### config.mk
export PLATFORM = sky130hd
export DESIGN_NAME = spi_slave_frm
export DESIGN_NICKNAME = d
export VERILOG_FILES = /design/src/rtl/spi_slave_frm.sv
export SDC_FILE = /design/constraint.sdc
export NUM_CORES = 1
export LEC_CHECK = 0
export CAP_MARGIN = 10
export CORE_ASPECT_RATIO = 1.5
export CORE_MARGIN = 2
export CORE_UTILIZATION = 50
export DETAILED_ROUTE_END_ITERATION = 6
export GPL_ROUTABILITY_DRIVEN = 0
export MAX_ROUTING_LAYER = met4
export PLACE_DENSITY = 0.85
export SLEW_MARGIN = 15
export SYNTH_ARGS = -nofsm -noshare
export SYNTH_HDL_FRONTEND = slang
export SYNTH_SLANG_ARGS = --single-unit
### constraint.sdc
create_clock -name i_clk -period 5.22 [get_ports i_clk]
set_input_delay 1.566 -clock i_clk [delete_from_list [all_inputs] [get_ports i_clk]]
set_output_delay 1.566 -clock i_clk [all_outputs]
set_load 0.01 [all_outputs]
### src/rtl/spi_slave_frm.sv
// SPI slave with SSN-framed command + data fields, any SPI mode, double-buffered readback.
// Optional macro SPIS_MISO_TRISTATE_EN: o_miso floats whenever no frame is active.
module spi_slave_frm #(
    parameter int P_CMD_NBITS   = 8,
    parameter int P_DATA_NBITS  = 24,
    parameter int P_CPOL        = 0,
    parameter int P_CPHA        = 0,
    parameter int P_SYNC_STAGES = 2
) (
    input  logic                    i_clk,
    input  logic                    i_rstn,
    input  logic                    i_sclk,
    input  logic                    i_ssn,
    input  logic                    i_mosi,
    input  logic                    i_tx_load,
    input  logic [P_DATA_NBITS-1:0] i_tx_data,
    output logic                    o_miso,
    output logic [P_CMD_NBITS-1:0]  o_cmd,
    output logic                    o_cmd_vld,
    output logic [P_DATA_NBITS-1:0] o_rx_data,
    output logic                    o_rx_vld,
    output logic                    o_frame_active,
    output logic                    o_frame_err,
    output logic [1:0]              o_dbg_state
);

    localparam int F     = P_CMD_NBITS + P_DATA_NBITS;
    localparam int CNT_W = $clog2(F);
    localparam bit SAMPLE_RISE = (P_CPOL == P_CPHA);

    localparam logic [1:0] ST_IDLE = 2'd0;
    localparam logic [1:0] ST_CMD  = 2'd1;
    localparam logic [1:0] ST_DATA = 2'd2;
    localparam logic [1:0] ST_DONE = 2'd3;

    logic [P_SYNC_STAGES:0] sclk_sync_q, ssn_sync_q, mosi_sync_q;
    logic [P_SYNC_STAGES:0] flush_q, flush_d;
    logic                   armed_q, armed_d;

    logic [1:0]              state_q, state_d;
    logic [CNT_W-1:0]        cnt_q, cnt_d;
    logic [F-1:0]            rx_sr_q, rx_sr_d;
    logic [F-1:0]            tx_sr_q, tx_sr_d;
    logic [P_DATA_NBITS-1:0] shadow_q, shadow_d;
    logic                    miso_q, miso_d;
    logic                    first_q, first_d;
    logic [P_CMD_NBITS-1:0]  cmd_q, cmd_d;
    logic                    cmd_vld_q, cmd_vld_d;
    logic [P_DATA_NBITS-1:0] rx_data_q, rx_data_d;
    logic                    rx_vld_q, rx_vld_d;
    logic                    err_q, err_d;

    logic sclk_s, sclk_p, ssn_s, ssn_p, mosi_s;
    logic sclk_rise, sclk_fall, sample_edge, shift_edge, ssn_fall, ssn_rise;
    logic [F-1:0] rx_next;

    assign sclk_s = sclk_sync_q[P_SYNC_STAGES-1];
    assign sclk_p = sclk_sync_q[P_SYNC_STAGES];
    assign ssn_s  = ssn_sync_q[P_SYNC_STAGES-1];
    assign ssn_p  = ssn_sync_q[P_SYNC_STAGES];
    assign mosi_s = mosi_sync_q[P_SYNC_STAGES-1];

    assign sclk_rise   = sclk_s & ~sclk_p;
    assign sclk_fall   = ~sclk_s & sclk_p;
    assign sample_edge = SAMPLE_RISE ? sclk_rise : sclk_fall;
    assign shift_edge  = SAMPLE_RISE ? sclk_fall : sclk_rise;
    // SSN edges count only once SSN has been seen high after reset, so a frame
    // already running when reset is released is ignored.
    assign ssn_fall = armed_q & ssn_p & ~ssn_s;
    assign ssn_rise = armed_q & ~ssn_p & ssn_s;
    assign rx_next  = {rx_sr_q[F-2:0], mosi_s};

    always_comb begin
        state_d   = state_q;
        cnt_d     = cnt_q;
        rx_sr_d   = rx_sr_q;
        tx_sr_d   = tx_sr_q;
        miso_d    = miso_q;
        first_d   = first_q;
        cmd_d     = cmd_q;
        rx_data_d = rx_data_q;
        cmd_vld_d = 1'b0;
        rx_vld_d  = 1'b0;
        err_d     = 1'b0;
        shadow_d  = i_tx_load ? i_tx_data : shadow_q;
        flush_d   = {flush_q[P_SYNC_STAGES-1:0], 1'b1};
        armed_d   = armed_q | (flush_q[P_SYNC_STAGES] & ssn_s);

        if (ssn_fall) begin
            state_d = ST_CMD;
            cnt_d   = CNT_W'(F - 1);
            tx_sr_d = {{P_CMD_NBITS{1'b0}}, shadow_d};
            miso_d  = (P_CPHA == 0) ? tx_sr_d[F-1] : 1'b0;
            first_d = (P_CPHA != 0);
        end else if (ssn_rise) begin
            err_d   = (state_q == ST_CMD) || (state_q == ST_DATA);
            state_d = ST_IDLE;
            miso_d  = 1'b0;
        end else if ((state_q == ST_CMD) || (state_q == ST_DATA)) begin
            if (sample_edge) begin
                rx_sr_d = rx_next;
                cnt_d   = cnt_q - 1'b1;
                if ((state_q == ST_CMD) && (cnt_q == CNT_W'(P_DATA_NBITS))) begin
                    cmd_d     = rx_next[P_CMD_NBITS-1:0];
                    cmd_vld_d = 1'b1;
                    state_d   = ST_DATA;
                end else if ((state_q == ST_DATA) && (cnt_q == '0)) begin
                    rx_data_d = rx_next[P_DATA_NBITS-1:0];
                    rx_vld_d  = 1'b1;
                    state_d   = ST_DONE;
                    miso_d    = 1'b0;
                end
            end else if (shift_edge) begin
                // CPHA=1: the first leading edge presents the MSB without shifting.
                if (first_q) begin
                    miso_d  = tx_sr_q[F-1];
                    first_d = 1'b0;
                end else begin
                    tx_sr_d = {tx_sr_q[F-2:0], 1'b0};
                    miso_d  = tx_sr_q[F-2];
                end
            end
        end
    end

    always_ff @(posedge i_clk or negedge i_rstn) begin
        if (!i_rstn) begin
            sclk_sync_q <= (P_CPOL != 0) ? '1 : '0;
            ssn_sync_q  <= '1;
            mosi_sync_q <= '0;
            flush_q     <= '0;
            armed_q     <= 1'b0;
            state_q     <= ST_IDLE;
            cnt_q       <= '0;
            rx_sr_q     <= '0;
            tx_sr_q     <= '0;
            shadow_q    <= '0;
            miso_q      <= 1'b0;
            first_q     <= 1'b0;
            cmd_q       <= '0;
            cmd_vld_q   <= 1'b0;
            rx_data_q   <= '0;
            rx_vld_q    <= 1'b0;
            err_q       <= 1'b0;
        end else begin
            sclk_sync_q <= {sclk_sync_q[P_SYNC_STAGES-1:0], i_sclk};
            ssn_sync_q  <= {ssn_sync_q[P_SYNC_STAGES-1:0], i_ssn};
            mosi_sync_q <= {mosi_sync_q[P_SYNC_STAGES-1:0], i_mosi};
            flush_q     <= flush_d;
            armed_q     <= armed_d;
            state_q     <= state_d;
            cnt_q       <= cnt_d;
            rx_sr_q     <= rx_sr_d;
            tx_sr_q     <= tx_sr_d;
            shadow_q    <= shadow_d;
            miso_q      <= miso_d;
            first_q     <= first_d;
            cmd_q       <= cmd_d;
            cmd_vld_q   <= cmd_vld_d;
            rx_data_q   <= rx_data_d;
            rx_vld_q    <= rx_vld_d;
            err_q       <= err_d;
        end
    end

    assign o_frame_active = armed_q & ~ssn_s;
    assign o_cmd          = cmd_q;
    assign o_cmd_vld      = cmd_vld_q;
    assign o_rx_data      = rx_data_q;
    assign o_rx_vld       = rx_vld_q;
    assign o_frame_err    = err_q;
    assign o_dbg_state    = state_q;

`ifdef SPIS_MISO_TRISTATE_EN
    assign o_miso = o_frame_active ? miso_q : 1'bz;
`else
    assign o_miso = o_frame_active & miso_q;
`endif

endmodule

After elaboration in Yosys (flattened, before gate mapping)
Index checks and enable logic that the tools add are counted.
{"block": "op_classes", "n_mux": 43, "n_reduce_logical": 19, "n_addsub": 1, "bitwise_logic": 17, "eq_ne": 8}
{"op": "$mux W32", "count": 6}
{"op": "$mux W1", "count": 26}
{"op": "$mux W24", "count": 1}
{"op": "$mux W5", "count": 4}
{"op": "$mux W2", "count": 6}
{"op": "$reduce_and A4 Y1", "count": 3}
{"op": "$reduce_and A5 Y1", "count": 2}
{"op": "$and A1 B1 Y1", "count": 9}
{"op": "$reduce_bool A4 Y1", "count": 2}
{"op": "$not A1 Y1", "count": 7}
{"op": "$reduce_and A3 Y1", "count": 2}
{"op": "$reduce_and A6 Y1", "count": 1}
{"op": "$reduce_bool A2 Y1", "count": 3}
{"op": "$reduce_bool A3 Y1", "count": 2}
{"op": "$eq A5 B5 Y1 const B", "count": 1}
{"op": "$logic_not A5 Y1", "count": 1}
{"op": "$sub A5 B1 Y5 const B", "count": 1}
{"op": "$ne A2 B1 Y1 const B", "count": 2}
{"op": "$ne A4 B1 Y1 const B", "count": 1}
{"op": "$ne A4 B4 Y1 const B", "count": 1}
{"op": "$eq A2 B1 Y1 const B", "count": 1}
{"op": "$eq A2 B2 Y1 const B", "count": 1}
{"op": "$logic_and A1 B1 Y1", "count": 2}
{"op": "$ne A2 B2 Y1 const B", "count": 1}
{"op": "2 further kinds", "count": 2}
{"block": "totals", "elab_cells": 105, "regBits": 135, "output_inout_bits": 39}

Longest topological paths before layout
Gate-level depths: netlist (run 1).
{"block": "depth", "word_depth": 8, "mapped_depth": 9}

Least setup slack after synthesis (run 1)
OpenSTA, ideal clock, no wires.
{"block": "synth_path", "kind": "input -> register", "startpoint": "input port i_tx_load", "endpoint": "register tx_sr_q[6]", "n_path_buf": 2, "setup_slack_ns": 2.066, "setup_ns": 0.128, "required_time_ns": 5.092, "t_arrival_ns": 3.027, "cell_stages": 5, "path_cell_list": "clkbuf_1 > clkbuf_1 > mux2_2 > mux2_2 > mux2_1"}
{"block": "synth_between", "elab_chain_cells": 2}
{"element": "start: declaration", "line_no": "15", "text": "input logic i_tx_load,"}
{"element": "$mux W24", "line_no": "85", "text": "shadow_d = i_tx_load ? i_tx_data : shadow_q;"}
{"element": "named net shadow_d[6]", "line_no": "44", "text": "logic [P_DATA_NBITS-1:0] shadow_q, shadow_d;"}
{"element": "$mux W32", "line_no": "89", "text": "if (ssn_fall) begin"}
{"element": "end signal: assignment", "line_no": "154", "text": "tx_sr_q <= tx_sr_d;"}
{"element": "end: declaration", "line_no": "43", "text": "logic [F-1:0] tx_sr_q, tx_sr_d;"}
The timed path passes the listed nets, and every way through them passes these cells.
A chain may end at the register's enable or synchronous reset.

Worst setup path in the final report (run 1)
Ends and elaborated chain as after synthesis.

==> results.cfg, run 1 <==
[grt]
grt_max_degree = 105
grt_pass1_wl_um = 17600
gr-total-overflow = 0
first_global_vias = 3457
antenna_found_initial = 0
grt_use_total = 0.193

[synthesis]
yosysWarnings = 0
synth.distinct_cells = 44
syn_nets = 407
ys_seq_area_frac = 0.596
netlist_area_mm2 = 0.00559
ys_seq_elements = 133
avgSynthCellArea_um2 = 15.1
synthCells = 371

[route]
routed-wl-met2_um = 5590
met1_length_um = 4190
ant_nets = 0
routed.top_layer = met4
drt_wl_total_um = 10300
routedWlPerCell_um = 17.2
drc = 0
vias = 3229
drt_iter0_markers = 230
via_per_inst = 5.39
route.met3.wl_um = 387
dr.pass1.iters = 4

[place]
portBuffers = 68
hpwl_um = 6530

[finish]
layout_common_cells = dfrtp_1, mux2_2, clkdlybuf4s50_1, mux2_4, clkbuf_16
layout_commonest_cell = dfrtp_1
nets = 475
insertedDiodeCount = 0
syn_to_final_growth_pct = 23.8
drive_gt1_frac = 0.372
fillers = 823

[power]
leakage_nw = 3.15
power_frac_comb = 0.114
internal_power_mw = 2.08
power.switching_uw = 638
power_density_mw_per_mm2 = 392
swShare = 0.235
clkPwrFrac = 0.429
irDropWorstVdd_mv = 0.277
fin_total_pwr_mw = 2.71
seqPwrFrac = 0.457

[timing]
fin_crit_ns = 3.45
timing.setup.tns_ns = 0
fmax_mhz = 289
finalSetupViolations = 0
clock_skew_ns = 0.0114
maxSlewHeadroom = 0.297
period_share = 0.662
rsz0062_at_grt = no
slew_violations = 0
hold_viol = 0
tightest_slew_ns = 1.05

[setup_path]
cp.required_ns = 5.50
end_kind = flop
cpMostUsedCell = mux2_2
cp_cell_sequence = clkdlybuf4s50_1, mux2_2, mux2_2, mux2_1
cp-start-kind = input pin
critPathArrivalTime_ns = 3.74
critPathTopFamily = buffers and inverters
path_max_fanout = 24
path_buf_inv = 1
critPathMaxStageDelay_ns = 1.16
worstSetupPathType = input pin to flop
slowest_stage = clkdlybuf4s50_1

[clock_network]
post_cts_resized = 0
cts_inserted_buffers = 17
hold_buffers = 0
clkTransAtPathRegs_ns = 0.05
cts_tree = done
root_buffer = clkbuf_16
clk_latency_ns = 0.41
post_cts_buffers = 0
htree_levels = 4
clockBufferDepth = 2
cts_sinks = 133

[min_path]
min-delay-path-class = flop to flop

[die]
start_util = 0.508
num_rows = 47
die-area_mm2 = 0.0121
coreArea_mm2 = 0.0110
io_pins = 69
dieHeight_um = 134
die_w_um = 90.3

[status]
status = complete, no violations

[flow_run]
maxCapViolations = 0
[per-stage QoR]
step	worst slack [ns]	hold slack [ns]	utilization	cells	area, µm²
2_1_floorplan	2.07	0.331	-	371	5590
3_3_place_gp	1.37	0.331	0.575	567	6330
3_5_place_dp	1.30	0.336	0.575	567	6330
4_1_cts	1.73	0.348	0.629	599	6920
5_1_grt	1.66	0.354	0.629	599	6920
6_report	1.77	0.344	0.629	599	6920
[layout make-up]
cell class | count | area (µm²) | share of cell area
Sequential cell | 133 | 3330 | 0.481
Multi-Input combinational cell | 208 | 2080 | 0.300
Timing Repair Buffer | 71 | 704 | 0.102
Clock buffer | 18 | 439 | 0.0635
Tap cell | 147 | 184 | 0.0266
Clock inverter | 14 | 154 | 0.0222
Inverter | 8 | 30.0 | 0.00434
[worst paths after layout]
check	start	slack (ns)	end	cells past startpoint
setup / recovery	i_tx_load	1.77	tx_sr_q[6]	4
hold / removal	flush_q[1]	0.34	flush_q[2]	0
setup reg to reg	o_dbg_state[0]	2.57	rx_sr_q[5]	5
hold reg to reg	flush_q[1]	0.34	flush_q[2]	0
max in group asynchronous	i_rstn	2.96	rx_sr_q[10]	2
min in group asynchronous	i_rstn	1.23	o_rx_data[20]	1
[metal layers]
layer	GRT usage	vias up
li1	-	1455
met1	0.230	1675
met2	0.317	91
met3	0.0464	8
met4	0.0761	0
met5	-	-
[Yosys cell counts, drive strengths merged]
library cell  instances  area (µm²)
conb                  1        3.75
a21oi                10        50.1
mux2                125        1480
o31a                  1        8.76
and3b                 2        17.5
nor2                  3        11.3
clkbuf               10        37.5
inv                   8        30.0
or4                   2        18.8
a22o                  1        8.76
o41ai                 1        8.76
or3b                  2        17.5
a311oi                1        8.76
a21o                  2        15.0
o22a                  1        8.76
o41a                  1        11.3
dfstp                 3        78.8
or3                   2        12.5
nor3                  2        10.0
or4b                  3        30.0
nor3b                 1        7.51
buf                  12         114
nand2                 4        15.0
mux2i                 1        10.0
nor2b                 2        12.5
dfrtp               130        3250
o31ai                 1        7.51
nand2b                3        18.8
and2                  2        12.5
nand3b                3        22.5
o21ai                11        55.1
o211ai                1        12.5
ha                    6        75.1
nand4bb               1        27.5
nor4                  1        21.3
nand3                10        50.1
o221ai                1        8.76
[power by group through the flow]
| stage | combinational, mW | clock [mW] | sequential (mW) |
|---|---|---|---|
| 3_3_place_gp | 0.294 | 0 | 1.25 |
| 3_5_place_dp | 0.310 | 0 | 1.26 |
| 6_report | 0.309 | 1.16 | 1.24 |
| 2_1_floorplan | 0.233 | 0 | 1.23 |
| 4_1_cts | 0.315 | 1.18 | 1.24 |
| 5_1_grt | 0.340 | 1.24 | 1.26 |
[logic make-up (layout without fill, tap and decap cells)]
logic type | after synthesis | after routing | share of synthesized area
fa+ha+maj | 6 | 6 | 0.0134
other cells | 1 | 1 | 0.000671
buf+inv | 30 | 111 | 0.0325
flops | 133 | 133 | 0.596
mux | 126 | 126 | 0.266
simple gates | 43 | 43 | 0.0546
compound gates | 32 | 32 | 0.0365
[state kept, by name, summed over array words and instances, names as in the netlist, 2 cells and up]
name and count:
cnt_q 5, flush_q 3, mosi_sync_q 2, o_cmd 8, o_dbg_state 2, o_rx_data 24, rx_sr_q 23, sclk_sync_q 3
shadow_q 24, ssn_sync_q 3, tx_sr_q 31
No activity file was read; power rests on OpenSTA's default activity.
==> run 2, diff against run 1 <==
==> constraint.sdc (replaced) <==
create_clock -name i_clk -period 3.3 [get_ports i_clk]
set_input_delay 0.99 -clock i_clk [delete_from_list [all_inputs] [get_ports i_clk]]
set_output_delay 0.99 -clock i_clk [all_outputs]
set_load 0.01 [all_outputs]
==> results.cfg, run 2 (synthesized netlist as in run 1, its figures left out) <==
[clock_network]
cts_sinks = 133
hold_buffers = 0
root_buffer = clkbuf_16
cts_tree = done
cts_inserted_buffers = 17
htree_levels = 4
post_cts_buffers = 0
clkTransAtPathRegs_ns = 0.05
post_cts_resized = 0
clk_latency_ns = 0.41
clockBufferDepth = 2

[setup_path]
worstSetupPathType = flop to primary output
end_kind = primary output
cp.required_ns = 2.31
path_max_fanout = 10
cp-start-kind = flop
reg2regPathDepth = 5
critPathArrivalTime_ns = 1.71

[timing]
rsz0062_at_grt = no
finalSetupViolations = 0
tightest_slew_ns = 0.989
fin_crit_ns = 2.70
hold_viol = 0
fmax_mhz = 371
maxSlewHeadroom = 0.341
period_share = 0.817
timing.setup.tns_ns = 0
clock_skew_ns = 0.0105
slew_violations = 0

[status]
status = complete, no violations

[place]
place_area_mm2 = 0.00635
portBuffers = 68
hpwl_um = 6390

[route]
drc = 0
routedWlPerCell_um = 16.0
ant_nets = 0
vias = 3163
dr.pass1.iters = 4
drt_wl_total_um = 9600
via_per_inst = 5.26
drt_iter0_markers = 129

[finish]
design_area_mm2 = 0.00698
insertedDiodeCount = 0
largest_reg_flops = 31
layout_common_cells = dfrtp_1, mux2_2, clkdlybuf4s50_1, mux2_4, clkbuf_16
nets = 477
drive_gt1_frac = 0.374
syn_to_final_growth_pct = 24.8
layout_commonest_cell = dfrtp_1
top_register = tx_sr_q

[die]
start_util = 0.508
dieHeight_um = 134
num_rows = 47
io_pins = 69
die_w_um = 90.3
coreArea_mm2 = 0.0110
die-area_mm2 = 0.0121

[power]
irDropWorstVdd_mv = 0.325
power_density_mw_per_mm2 = 630
leakage_nw = 3.18

[flow_run]
maxCapViolations = 0

[grt]
antenna_found_initial = 0
first_global_vias = 3325
grt_pass1_wl_um = 16300
grt_max_degree = 75
gr-total-overflow = 0
grt_use_total = 0.178

[min_path]
hold_depth = 0
min-delay-path-class = flop to flop
[run 2: final cells by class]
type                    instances  area [µm²]
fillers                       772        4020
clock inverters                14         181
well taps                     147         184
flip-flops and latches        133        3330
clock buffers                  18         439
multi-input cells             208        2080
inverters                       8        30.0
repair buffers                 73         732
[run 2: worst paths after layout]
kind,start,to,slack (ns)
min reg2reg,flush_q[1],flush_q[2],0.35
max in group asynchronous,i_rstn,shadow_q[18],2.01
max,ssn_sync_q[1],o_miso,0.60
min in group asynchronous,i_rstn,rx_sr_q[19],0.58
max reg2reg,o_dbg_state[0],rx_sr_q[5],0.68
min,flush_q[1],flush_q[2],0.35
[run 2: metrics by stage]
step	setup slack (ns)	utilization	std cells	total power, mW	hold slack (ns)
floorplan	0.722	-	371	2.31	0.331
global placement	0.507	0.578	569	2.44	0.331
detailed placement	0.463	0.578	569	2.48	0.336
CTS	0.572	0.634	601	4.43	0.349
global route	0.480	0.634	601	4.57	0.352
finish	0.604	0.634	601	4.40	0.347
[run 2: critical path: stages, from the launching register on]
cell,delay (ns)
dfstp_2,0.61
nor2b_1,0.08
and2_1,0.15
clkdlybuf4s50_1,0.47
[run 2: where the power goes]
part           leakage [nW]  internal [mW]  total [mW]  switching [mW]
registers              1.69           1.84        1.96           0.114
clock network         0.302           1.28        1.95           0.676
logic                  1.19          0.305       0.485           0.180
total                  3.18           3.43        4.40           0.970
[run 2: routing by layer]
| layer | GRT usage | part of all wire | wire (µm) |
|---|---|---|---|
| met5 | - | 0 | 0 |
| met4 | 0.0769 | 0.018 | 170 |
| met3 | 0.0475 | 0.034 | 325 |
| met2 | 0.300 | 0.54 | 5140 |
| met1 | 0.200 | 0.41 | 3970 |
==> run 3, diff against run 2 <==
--- a/config.mk
+++ b/config.mk
@@ -12,7 +12,7 @@
 export DETAILED_ROUTE_END_ITERATION = 6
 export GPL_ROUTABILITY_DRIVEN = 0
 export MAX_ROUTING_LAYER = met4
-export PLACE_DENSITY = 0.85
+export PLACE_DENSITY = 0.88
 export SLEW_MARGIN = 15
 export SYNTH_ARGS = -nofsm -noshare
 export SYNTH_HDL_FRONTEND = slang
==> constraint.sdc (replaced) <==
create_clock -name i_clk -period 2.44 [get_ports i_clk]
set_input_delay 0.732 -clock i_clk [delete_from_list [all_inputs] [get_ports i_clk]]
set_output_delay 0.732 -clock i_clk [all_outputs]
set_load 0.01 [all_outputs]
==> results.cfg, run 3 (synthesized netlist as in run 1, its figures left out) <==
[clock_network]
clk_latency_ns = 0.41
htree_levels = 4
clockBufferDepth = 2
clkTransAtPathRegs_ns = 0.06
cts_sinks = 133
cts_tree = done
cts_inserted_buffers = 17
hold_buffers = 0
root_buffer = clkbuf_16

[finish]
syn_to_final_growth_pct = 26.6
final_cells = 608
drive_gt1_frac = 0.382
largest_reg_flops = 31
design_area_mm2 = 0.00708
layout_commonest_cell = dfrtp_1
insertedDiodeCount = 0
top_register = tx_sr_q
nets = 484
layout_common_cells = dfrtp_1, mux2_2, clkdlybuf4s50_1, mux2_4, clkbuf_16

[route]
drt_iter0_markers = 172
via_per_inst = 5.37
vias = 3264
route.met3.wl_um = 362
routed.top_layer = met4
routed-wl-met2_um = 5930
met1_length_um = 4200
routedWlPerCell_um = 17.8
ant_nets = 0
drc = 0
drt_wl_total_um = 10800
dr.pass1.iters = 4

[setup_path]
worstSetupPathType = flop to flop
cp.required_ns = 2.73
end_kind = flop
critPathArrivalTime_ns = 2.58
reg2regPathDepth = 6
path_max_fanout = 24
cp-start-kind = flop

[grt]
antenna_found_initial = 0
first_global_vias = 3539
gr-total-overflow = 0
grt_max_degree = 54
grt_use_total = 0.198
grt_pass1_wl_um = 18000

[power]
leakage_nw = 3.24
fin_total_pwr_mw = 6.04
power_density_mw_per_mm2 = 854
irDropWorstVdd_mv = 0.428

[timing]
period_share = 0.937
rsz0062_at_grt = no
fin_crit_ns = 2.29
hold_viol = 0
worst_slack_ns = 0.153
slew_violations = 0
fmax_mhz = 437
finalSetupViolations = 0
clock_skew_ns = 0.00938

[place]
dpl.cell_count = 574
portBuffers = 68
hpwl_um = 6970
place_area_mm2 = 0.00642
place_ws_ns = -0.0306

[die]
start_util = 0.508
die-area_mm2 = 0.0121
io_pins = 69
num_rows = 47
dieHeight_um = 134
coreArea_mm2 = 0.0110
die_w_um = 90.3

[min_path]
min-delay-path-class = input pin to async pin

[status]
status = complete, no violations

[flow_run]
maxCapViolations = 0
-- run 3: final cells by class --
cell class,count,area (µm²)
fill,800,3920
inverter,8,30.0
tap,147,184
multi-input combinational,209,2090
clock buffer,23,458
timing repair buffer,79,805
sequential,133,3330
clock inverter,9,175
-- run 3: per-stage QoR --
stage / setup TNS [ns] / util / hold slack, ns
2_1_floorplan: 0 / - / 0.331
3_3_place_gp: -0.00683 / 0.584 / 0.331
3_5_place_dp: -0.0652 / 0.584 / 0.336
4_1_cts: 0 / 0.642 / 0.205
5_1_grt: 0 / 0.644 / 0.211
6_report: 0 / 0.644 / 0.208
-- run 3: path summary, 6_finish.rpt --
check	from	end	slack (ns)
max reg2reg	o_dbg_state[0]	tx_sr_q[18]	0.15
min reg2reg	flush_q[0]	flush_q[1]	0.34
max	o_dbg_state[0]	tx_sr_q[18]	0.15
max in group asynchronous	i_rstn	tx_sr_q[30]	1.59
min	i_rstn	o_rx_data[18]	0.21
min in group i_clk	flush_q[0]	flush_q[1]	0.34
-- run 3: layer usage --
| metal | GRT usage | vias up |
|---|---|---|
| li1 | - | 1477 |
| met4 | 0.0821 | 0 |
| met3 | 0.0577 | 21 |
| met1 | 0.216 | 1669 |
| met2 | 0.338 | 97 |
| met5 | - | - |
-- run 3: report_power, final --
| part | internal, mW | switching [mW] | total [mW] |
|---|---|---|---|
| registers | 2.50 | 0.160 | 2.66 |
| logic | 0.425 | 0.258 | 0.683 |
| clock network | 1.84 | 0.867 | 2.70 |
| total | 4.76 | 1.29 | 6.04 |
-- run 3: repair_timing --
item                                    CTS  global route
buffers inserted                          1             0
gates resized for setup                   1             5
pin swaps                                 1             1
endpoints found under the setup margin   23            25
gates cloned                              0             1
-- run 3: critical path, cell delays in order, from the launching register on --
cell,delay (ns)
dfrtp_1,0.41
inv_2,0.09
ha_2,0.32
or4b_2,0.65
o211ai_2,0.13
buf_12,0.21
mux2_2,0.36
